$ cat config.mk
export PLATFORM = sky130hd
export DESIGN_NAME = peripheral_bus_arbiter
export DESIGN_NICKNAME = d
export VERILOG_FILES = /design/src/rtl/peripheral_bus_arbiter.sv
export SDC_FILE = /design/constraint.sdc
export NUM_CORES = 1
export LEC_CHECK = 0
export CORE_MARGIN = 5
export CORE_UTILIZATION = 39
export DETAILED_ROUTE_END_ITERATION = 12
export PLACE_DENSITY = 0.79
export SETUP_SLACK_MARGIN = 0.5
export SYNTH_ARGS = -nofsm -noshare
export SYNTH_HDL_FRONTEND = slang
export SYNTH_SLANG_ARGS = --single-unit
$ cat constraint.sdc
create_clock -name clock -period 1.4 [get_ports clock]
set_input_delay 0.21 -clock clock [delete_from_list [all_inputs] [get_ports clock]]
set_output_delay 0.21 -clock clock [all_outputs]
set_load 0.01 [all_outputs]
$ cat src/rtl/peripheral_bus_arbiter.sv
// Two-master round-robin arbiter for the byte-wide peripheral bus.
// Each grant becomes one registered single-cycle bus transaction plus a one-cycle ack.
module peripheral_bus_arbiter #(
  parameter int ADDR_WIDTH = 19,
  parameter int DATA_WIDTH = 8
) (
  input  logic                  clock,
  input  logic                  reset,
  input  logic                  m0_req,
  input  logic [ADDR_WIDTH-1:0] m0_addr,
  input  logic                  m0_write,
  input  logic [DATA_WIDTH-1:0] m0_wdata,
  output logic                  m0_ack,
  output logic [DATA_WIDTH-1:0] m0_rdata,
  input  logic                  m1_req,
  input  logic [ADDR_WIDTH-1:0] m1_addr,
  input  logic                  m1_write,
  input  logic [DATA_WIDTH-1:0] m1_wdata,
  output logic                  m1_ack,
  output logic [DATA_WIDTH-1:0] m1_rdata,
  output logic [ADDR_WIDTH-1:0] bus_address,
  output logic                  bus_write_en,
  output logic [DATA_WIDTH-1:0] bus_data_out,
  input  logic [DATA_WIDTH-1:0] bus_data_in
);

  typedef enum logic [1:0] {
    S_IDLE  = 2'd0,
    S_ISSUE = 2'd1,
    S_ACK   = 2'd2
  } state_t;

  state_t                r_state;
  state_t                w_state_nxt;
  logic                  r_last_grant;
  logic                  w_last_grant_nxt;
  logic                  r_grant;
  logic                  w_grant_nxt;
  logic                  w_pick;
  logic [ADDR_WIDTH-1:0] r_bus_address;
  logic [ADDR_WIDTH-1:0] w_bus_address_nxt;
  logic                  r_bus_write_en;
  logic                  w_bus_write_en_nxt;
  logic [DATA_WIDTH-1:0] r_bus_data_out;
  logic [DATA_WIDTH-1:0] w_bus_data_out_nxt;
  logic                  r_m0_ack;
  logic                  w_m0_ack_nxt;
  logic                  r_m1_ack;
  logic                  w_m1_ack_nxt;
  logic [DATA_WIDTH-1:0] r_m0_rdata;
  logic [DATA_WIDTH-1:0] w_m0_rdata_nxt;
  logic [DATA_WIDTH-1:0] r_m1_rdata;
  logic [DATA_WIDTH-1:0] w_m1_rdata_nxt;

  // On a tie the master that did not win last time gets the bus.
  assign w_pick = (m0_req && m1_req) ? ~r_last_grant : m1_req;

  always_comb begin
    w_state_nxt        = r_state;
    w_last_grant_nxt   = r_last_grant;
    w_grant_nxt        = r_grant;
    w_bus_address_nxt  = r_bus_address;
    w_bus_write_en_nxt = 1'b0;
    w_bus_data_out_nxt = r_bus_data_out;
    w_m0_ack_nxt       = 1'b0;
    w_m1_ack_nxt       = 1'b0;
    w_m0_rdata_nxt     = r_m0_rdata;
    w_m1_rdata_nxt     = r_m1_rdata;
    unique case (r_state)
      S_IDLE: begin
        if (m0_req || m1_req) begin
          w_grant_nxt      = w_pick;
          w_last_grant_nxt = w_pick;
          if (w_pick) begin
            w_bus_address_nxt  = m1_addr;
            w_bus_write_en_nxt = m1_write;
            w_bus_data_out_nxt = m1_wdata;
          end else begin
            w_bus_address_nxt  = m0_addr;
            w_bus_write_en_nxt = m0_write;
            w_bus_data_out_nxt = m0_wdata;
          end
          w_state_nxt = S_ISSUE;
        end
      end
      S_ISSUE: begin
        // Read data is captured on writes too; masters simply ignore it then.
        if (r_grant) begin
          w_m1_rdata_nxt = bus_data_in;
          w_m1_ack_nxt   = 1'b1;
        end else begin
          w_m0_rdata_nxt = bus_data_in;
          w_m0_ack_nxt   = 1'b1;
        end
        w_state_nxt = S_ACK;
      end
      S_ACK: begin
        w_state_nxt = S_IDLE;
      end
      default: begin
        w_state_nxt = S_IDLE;
      end
    endcase
  end

  always_ff @(posedge clock) begin
    if (reset) begin
      r_state        <= S_IDLE;
      r_last_grant   <= 1'b1;
      r_grant        <= 1'b0;
      r_bus_address  <= '0;
      r_bus_write_en <= 1'b0;
      r_bus_data_out <= '0;
      r_m0_ack       <= 1'b0;
      r_m1_ack       <= 1'b0;
      r_m0_rdata     <= '0;
      r_m1_rdata     <= '0;
    end else begin
      r_state        <= w_state_nxt;
      r_last_grant   <= w_last_grant_nxt;
      r_grant        <= w_grant_nxt;
      r_bus_address  <= w_bus_address_nxt;
      r_bus_write_en <= w_bus_write_en_nxt;
      r_bus_data_out <= w_bus_data_out_nxt;
      r_m0_ack       <= w_m0_ack_nxt;
      r_m1_ack       <= w_m1_ack_nxt;
      r_m0_rdata     <= w_m0_rdata_nxt;
      r_m1_rdata     <= w_m1_rdata_nxt;
    end
  end

  assign bus_address  = r_bus_address;
  assign bus_write_en = r_bus_write_en;
  assign bus_data_out = r_bus_data_out;
  assign m0_ack       = r_m0_ack;
  assign m1_ack       = r_m1_ack;
  assign m0_rdata     = r_m0_rdata;
  assign m1_rdata     = r_m1_rdata;

endmodule

==> summary.md <==
| Metric | Value |
|---|---|
| Fin cells | 452 |
| Post-placement cell count | 410 |
| Number of max-cap violations | 0 |
| Leak Pwr | 1.777 nW |
| Die span in y | 84.89 um |
| Hold WS | 360.9 ps |
| Pre-CTS WS | -308.5 ps |
| Final Hold Fails | 0 |
| Syn nets | 300 |
| CTS Buf Count | 5 |
| P_sw | 0.001120 W |
| Placement Cell Area | 3491 um^2 |
| CTS H-tree depth | 2 |
| Clk pwr share | 22.8% |
| CTS max path bufs | 2 |
| Most frequent cells in the layout | 64 x clkdlybuf4s50_1, 57 x buf_6, 49 x nand2_1 |
| Initial antenna violation count | 0 |
| Hold_buf cts | 0 |
| Comb power frac | 34.4% |
| Hold WC Path Type | primary input to flop |
| Tot GR Track Use | 18.78% |
| Period utilisation layout | 89.03% |
| Top_reg_cell synth | dfxtp_1 |
| Layout cells sized above 1 | 52.63% |
| Worst vdd ir | 0.5783 mV |
| CTS tree | yes |
| Unique masters post-synth | 21 |
| Slew Limit Fails | 0 |
| Worst setup EP type | flop |
| Asr flop ratio synth | 0% |
| Core Area | 5473 um^2 |
| Final setup margin | 153.6 ps |
| Crit Path Category | flop to flop |
| Status | complete, no violations |
| Vias in the first global route | 2,260 |
| Maximum clock rate | 802.3 MHz |
| Synthesis Warnings | 0 |
| Die W | 84.89 um |
| Design area | 4177 um^2 |
| Pwr dens | 932.1 nW/um^2 |
| Number of diodes | 0 |
| # setup viols final | 0 |
| CP required | 1590 ps |
| Least-Margin Pin Slew | 280.3 ps |
| Skew-Pair Late Insertion Delay | 300 ps |
| Crit path max fanout | 6 |
| GPL Wtd Cong | 0.7262 |
| Setup Skew | 8.475 ps |
| Clock Sinks | 50 |
| Netlist Area Pre-Place | 2187 um^2 |
| Rows | 27 |
| CP startpoint kind | flop |
| Min Tclk post-route | 1246 ps |
| Pin count of the biggest net entering global routing | 51 |
| Total I/O pin count | 114 |
| Antenna Nets Post-Route | 0 |
| Via count | 2,272 |
| Flop pwr share | 42.8% |
| Routed WL | 7.373 mm |
| Syn Area/Cell | 9.427 um^2 |
| Initial core utilization | 39.96% |
| Most common cell after layout, fill and taps aside | clkdlybuf4s50_1 |
| Pint | 0.002773 W |
| Port Buf Inserts | 113 |
| Mapped Cells | 232 |
| Seq/Total Area, Yosys | 45.77% |
| Root Driver | clkbuf_8 |
| Slew headroom | 81.32% |
| First-pass GRT wire length | 11.01 mm |
| Worst path arrival time | 1440 ps |
| Util after Layout | 76.31% |
| Sw Share | 28.78% |
| Wire per inst | 16.31 um |
| DRC Markers | 0 |
| First-pass DRT Iterations | 4 |
| Die ar. | 7205 um^2 |
| P&R area growth vs syn | 90.96% |
| DP Wirelength | 4.488 mm |
| Grt ovf | 0 |
| Number of vias per cell | 5.027 |
| Clock slew at reported path FFs | 90 ps |
| # nets final | 447 |
| Post-synth EDFFs | 0 |
| RSZ-0062 raised after global routing | true |
| Seq cells post-synth | 50 |
| DRT iter0 DRCs | 55 |
[worst paths after layout]
kind	start	end	slack (ps)	cells after the start
worst max-delay path	r_state[1]$_SDFFE_PP0P_	r_grant$_SDFFE_PP0P_	150	6
worst min-delay path	reset	m0_rdata[1]$_SDFFE_PP0P_	360	3
worst min register to register	r_state[1]$_SDFFE_PP0P_	r_state[1]$_SDFFE_PP0P_	470	1
worst max register to register	r_state[1]$_SDFFE_PP0P_	r_grant$_SDFFE_PP0P_	150	6
[logic make-up after synthesis]
family	synth area share, %
and+or+nand+nor	15.28
AOI/OAI and AO/OA	25.29
DFF	45.77
buffers and inverters	5.892
muxes	7.780
[registers in the layout, indices dropped and copies added, names as in the netlist, 2 cells and up]
| signal | flops |
|---|---|
| r_state | 2 |
| m1_rdata | 8 |
| m0_rdata | 8 |
| bus_data_out | 8 |
| bus_address | 19 |
[Yosys cell counts, types with 2 or more instances]
library cell  count  share of area [%]
nor3b_1           2               0.69
buf_2            10                2.3
a21bo_2           2               0.92
buf_6             3                1.5
a21oi_1          29                6.6
a311oi_2         20                 14
buf_4             3                1.0
mux2i_1          17                7.8
nand2_1          56                9.6
clkbuf_1          6                1.0
nor2_1           19                3.3
a311oi_1          7                2.8
dfxtp_1          50                 46
[per-stage QoR]
| step | total power (W) | TNS, ps |
|---|---|---|
| 5_1_grt | 0.004068 | 0 |
| 3_5_place_dp | 0.002707 | -6950 |
| 2_1_floorplan | 0.002191 | 0 |
| 3_3_place_gp | 0.002689 | -5728 |
| 6_report | 0.003893 | 0 |
| 4_1_cts | 0.003752 | 0 |
[worst max-delay path, stage by stage, from the launching register on]
cell and delay [ps]:
dfxtp_4 380, nor2_4 170, buf_4 150, clkbuf_16 130, buf_4 120, a21bo_2 140
a21oi_2 50
[routing by layer]
| metal | up-vias | global-route usage, % | part of all wire [%] |
|---|---|---|---|
| li1 | 1121 | - | - |
| met4 | 0 | 4.317 | 2.0 |
| met5 | - | 0 | 0 |
| met2 | 85 | 33.67 | 51 |
| met3 | 11 | 5.146 | 6.9 |
| met1 | 1055 | 22.28 | 40 |
[final cells by class]
cell class / count / area, um^2
tap: 72 / 90.09
multi-input combinational: 160 / 1201
sequential: 50 / 1071
timing repair buffer: 162 / 1715
clock buffer: 6 / 82.58
clock inverter: 2 / 16.27
fill: 373 / 1296
[power groups by stage]
| stage | sequential (W) | combinational (W) | clock (W) |
|---|---|---|---|
| 2_1_floorplan | 0.00170 | 0.000487 | 0 |
| 3_3_place_gp | 0.00165 | 0.00104 | 0 |
| 3_5_place_dp | 0.00166 | 0.00105 | 0 |
| 4_1_cts | 0.00166 | 0.00118 | 0.000908 |
| 5_1_grt | 0.00168 | 0.00143 | 0.000961 |
| 6_report | 0.00167 | 0.00134 | 0.000888 |
[what timing repair did]
action	CTS	global route
cloned	3	4
pin swaps	1	26
endpoints found under the setup margin	94	94
buffers inserted	15	12
resized for setup	283	38
Note: power is estimated with default switching activity, not from simulation.
